**config.mk**
```make
export PLATFORM = sky130hd
export DESIGN_NAME = pow_cube_unit
export DESIGN_NICKNAME = d
export VERILOG_FILES = /design/src/rtl/pow_cube_pkg.sv /design/src/rtl/pow_mul.sv /design/src/rtl/pow_cube_unit.sv
export SDC_FILE = /design/constraint.sdc
export NUM_CORES = 1
export LEC_CHECK = 0
export CAP_MARGIN = 30
export CORE_AREA = 2 2 117 119
export DETAILED_ROUTE_END_ITERATION = 12
export DIE_AREA = 0 0 119 121
export DONT_BUFFER_PORTS = 1
export GPL_ROUTABILITY_DRIVEN = 0
export PLACE_DENSITY_LB_ADDON = 0.05
export RECOVER_POWER = 50
export SYNTH_ARGS = -nofsm -noshare
export SYNTH_HDL_FRONTEND = slang
export SYNTH_SLANG_ARGS = --single-unit
```
**constraint.sdc**
```tcl
create_clock -name clk -period 7.5 [get_ports clk]
set_clock_uncertainty 0.1 [all_clocks]
set_input_delay 1.125 -clock clk [delete_from_list [all_inputs] [get_ports clk]]
set_output_delay 1.125 -clock clk [all_outputs]
set_load 0.01 [all_outputs]
```
**src/rtl/pow_cube_pkg.sv**
```systemverilog
// Shared types and sizing helpers for the handshaked square/cube unit.
package pow_cube_pkg;

    typedef enum logic [1:0] {
        IDLE,
        MUL1,
        MUL2,
        DONE
    } state_t;

    function automatic int unsigned res_w(input int unsigned width);
        return 3 * width;
    endfunction

endpackage

```
**src/rtl/pow_mul.sv**
```systemverilog
// Combinational unsigned multiplier, WIDTH x 2*WIDTH -> 3*WIDTH, shared by both passes.
module pow_mul
    import pow_cube_pkg::*;
#(
    parameter  int unsigned WIDTH = 8,
    localparam int unsigned RES_W = res_w(WIDTH)
) (
    input  logic [WIDTH-1:0]   a,
    input  logic [2*WIDTH-1:0] b,
    output logic [RES_W-1:0]   p
);

    always_comb begin
        p = {{(RES_W - WIDTH){1'b0}}, a} * {{(RES_W - 2 * WIDTH){1'b0}}, b};
    end

endmodule

```
**src/rtl/pow_cube_unit.sv**
```systemverilog
// Handshaked A^2 / A^3 unit: one shared multiplier used over one (square) or two (cube) passes.
module pow_cube_unit
    import pow_cube_pkg::*;
#(
    parameter  int unsigned WIDTH = 8,
    localparam int unsigned RES_W = res_w(WIDTH)
) (
    input  logic             clk,
    input  logic             rst_n,
    input  logic             in_valid,
    output logic             in_ready,
    input  logic [WIDTH-1:0] in_data,
    input  logic             in_cube,
    output logic             out_valid,
    input  logic             out_ready,
    output logic [RES_W-1:0] out_data,
    output logic             busy
);

    state_t               state_q, state_d;
    logic [WIDTH-1:0]     op_q, op_d;
    logic [2*WIDTH-1:0]   acc_q, acc_d;
    logic                 mode_q, mode_d;
    logic [RES_W-1:0]     out_data_q, out_data_d;
    logic                 out_valid_q, out_valid_d;
    logic                 in_ready_q, in_ready_d;
    logic                 busy_q, busy_d;

    logic [2*WIDTH-1:0]   mul_b;
    logic [RES_W-1:0]     product;

    // Second pass multiplies the stored square by A; first pass squares A.
    always_comb begin
        mul_b = (state_q == MUL2) ? acc_q : {{WIDTH{1'b0}}, op_q};
    end

    pow_mul #(.WIDTH(WIDTH)) u_mul (
        .a (op_q),
        .b (mul_b),
        .p (product)
    );

    always_comb begin
        state_d     = state_q;
        op_d        = op_q;
        acc_d       = acc_q;
        mode_d      = mode_q;
        out_data_d  = out_data_q;
        out_valid_d = out_valid_q;
        in_ready_d  = in_ready_q;
        busy_d      = busy_q;
        case (state_q)
            IDLE: begin
                if (in_valid && in_ready_q) begin
                    op_d       = in_data;
                    mode_d     = in_cube;
                    state_d    = MUL1;
                    in_ready_d = 1'b0;
                    busy_d     = 1'b1;
                end
            end
            MUL1: begin
                acc_d = product[2*WIDTH-1:0];
                if (mode_q) begin
                    state_d = MUL2;
                end else begin
                    out_data_d  = {{WIDTH{1'b0}}, product[2*WIDTH-1:0]};
                    out_valid_d = 1'b1;
                    state_d     = DONE;
                end
            end
            MUL2: begin
                out_data_d  = product;
                out_valid_d = 1'b1;
                state_d     = DONE;
            end
            DONE: begin
                if (out_ready) begin
                    out_valid_d = 1'b0;
                    in_ready_d  = 1'b1;
                    busy_d      = 1'b0;
                    state_d     = IDLE;
                end
            end
            default: begin
                state_d = IDLE;
            end
        endcase
    end

    always_ff @(posedge clk or negedge rst_n) begin
        if (!rst_n) begin
            state_q     <= IDLE;
            op_q        <= '0;
            acc_q       <= '0;
            mode_q      <= 1'b0;
            out_data_q  <= '0;
            out_valid_q <= 1'b0;
            in_ready_q  <= 1'b1;
            busy_q      <= 1'b0;
        end else begin
            state_q     <= state_d;
            op_q        <= op_d;
            acc_q       <= acc_d;
            mode_q      <= mode_d;
            out_data_q  <= out_data_d;
            out_valid_q <= out_valid_d;
            in_ready_q  <= in_ready_d;
            busy_q      <= busy_d;
        end
    end

    assign in_ready  = in_ready_q;
    assign out_valid = out_valid_q;
    assign out_data  = out_data_q;
    assign busy      = busy_q;

endmodule

```
==> key figures <==
Layout
  • Post-Layout Cell Count: 833
  • Share of cells above drive strength 1: 7.46%
  • Antenna diodes: 0
  • Nets: 803
  • Fin util: 51.4%
  • Area growth from synthesis to layout: 4.55%

Logic synthesis
  • Register area share after synthesis: 21.0%
  • Mean Syn Cell Area: 9.59 um2
  • Library cells used by synthesis: 54
  • Synth top area share: 26.1%
  • Top_reg_cell synth: dfrtp_1
  • Synth warn: 0
  • Mapped Area: 6430 um2
  • Most common cell in the netlist: inv_1
  • Top cells by instance count after synthesis: inv_1 (105), fa_1 (84), dfrtp_1 (53), ha_1 (49), nand2_1 (45)
  • Post-synth top area cell: fa_1
  • Mapped Cells: 671
  • Post-synth EDFFs: 0
  • Register bit total from synthesis: 54
  • Syn nets: 817
  • Async set-reset flop share out of synthesis: 100%
  • Area contributors post-synth: fa_1 (26%), dfrtp_1 (21%), ha_1 (9.5%)

Global routing
  • Initial antenna violation count: 0
  • Largest net degree at the start of global routing: 55
  • Overall global routing resource usage: 23.9%
  • Vias in the first global route: 5140
  • First-pass GRT wire length: 26.5 mm
  • GRT overflow: 0

STA
  • Final worst-path cycle share: 83.0%
  • Slew headroom: -2.35%
  • Setup TNS: 0 ns
  • Hold Fails Final Rpt: 0
  • Final critical-path required period: 6.23 ns
  • Unrepaired setup endpoints after global routing: no
  • F_max: 161 MHz
  • Worst setup margin: 1.27 ns
  • Final setup vio count: 0
  • Final Max Slew Viols: 26
  • Worst slew pin tran: 1.54 ns

Floorplan
  • Chip height: 121 um
  • IO Pins: 40
  • Die area: 14400 um2
  • Row count: 42
  • Starting Density: 49.2%
  • Horiz. Die Dim: 119 um
  • Core ar.: 13100 um2

Placement
  • Final HPWL DP: 12.6 mm
  • Pre-CTS setup slack: 1.35 ns
  • Port Buffers: 0
  • Placed cell count: 826

Clock network
  • Htree depth: 2
  • Clock root cell: clkbuf_16
  • Clock slew at reported path FFs: 0.08 ns
  • Post-cts resize count: 0
  • Clk_lat worst skew: 0.31 ns
  • Sink Count: 54
  • Clock buffer depth: 2
  • Post-CTS setup buffer count: 0
  • CTS hold repair buffers: 0
  • TritonCTS Buffers: 5
  • CTS tree: yes

Critical path
  • CP max stage delay: 0.74 ns
  • R2R Setup Slk: 1.27 ns
  • Startpoint Class: register
  • Slowest CP cell: ha_2
  • Crit Path Class: register to register
  • Cells along the critical path: inv_1 > ha_2 > mux2i_1 > nand2b_1 > fa_1 > fa_1 > inv_1 > fa_1 > inv_1 > fa_1 > inv_1 > ha_1 > nand4b_1 > a2111oi_2 > nor2_2 > or4_1 > nand3_1
  • Critical Path Sink Type: register
  • Required @ worst endpoint: 7.64 ns
  • Arr. time, crit path: 6.37 ns
  • Worst-path fanout max: 43
  • Bufs and invs on worst path: 4
  • Worst r2r path cells: 17
  • Crit path max-delay family: adder cells
  • Crit path depth: 17

Min path
  • Worst Hold Class: input port to async pin

Drt
  • Initial DRC count: 221
  • Pre-Repair DR Iteration Count: 4
  • Antenna Nets Post-Route: 0
  • Via count: 4694
  • DR DRC count: 0
  • Detailed Route WL: 16.2 mm
  • Via density: 5.64
  • Average wire per standard cell: 19.4 um

Run status
  • Failing checks: capacitance limit, slew limit
  • Status: finished, violations left

Flow run
  • Max Cap Viol: 1
==> registers in the layout, indices dropped and copies added, names as in the netlist <==
register / cells
out_data: 24
state_q: 2
in_ready: 1
mode_q: 1
busy: 1
op_q: 8
acc_q: 16
out_valid: 1
==> cell type report <==
type | count | area [um2]
clock buffers | 5 | 125
clock inverters | 2 | 15.0
fillers | 1228 | 6360
inverters | 105 | 394
multi-input cells | 488 | 4600
flip-flops and latches | 54 | 1350
well taps | 176 | 220
repair buffers | 3 | 18.8
==> stage by stage <==
step	hold WS [ns]	cell area, um2
after CTS	0.394	6730
final	0.402	6730
after floorplan	0.398	6430
after global routing	0.391	6730
after detailed placement	0.438	6590
after global placement	0.435	6590
==> kinds of logic (layout without fill, tap and decap cells) <==
group	Yosys count	count (layout)	synth area share, %
AOI/OAI and AO/OA	100	100	10.3
xor gates and xnor gates	11	11	1.50
adders and majority gates	133	133	35.7
buffers and inverters	129	115	7.57
DFF	54	54	21.0
muxes	42	42	7.16
and+or+nand+nor	202	202	16.8
==> layout by cell type (no fill, tap or decap), types with 6 or more instances in the layout <==
cell	n
nand2b_1	16
a21o_1	7
fa_1	84
a21oi_1	22
mux2i_1	10
nor2_1	19
nand2_1	45
o21a_1	7
and3_1	39
xnor2_1	6
nand3_1	21
dfrtp_1	53
inv_1	105
mux2_2	32
ha_1	48
o21ai_0	24
nor2b_1	38
==> per-layer routing <==
metal	routed length (um)	track usage, %	vias up	share of wire [%]
li1	-	-	2178	-
met1	6440	28.5	2373	40
met2	8450	42.4	111	52
met3	643	4.04	32	4.0
met4	630	10.6	0	3.9
met5	0	0	-	0
==> final timing paths <==
kind | start | end
setup / recovery | state_q[0] | out_data[16]
hold / removal | rst_n | acc_q[9]
setup reg to reg | state_q[0] | out_data[16]
hold reg to reg | out_data[4] | out_data[4]
max in group asynchronous | rst_n | in_ready
min in group clk | out_data[4] | out_data[4]
Power is not shown: default switching activity piles up to over one toggle a cycle in this logic, so the estimate is an artifact.
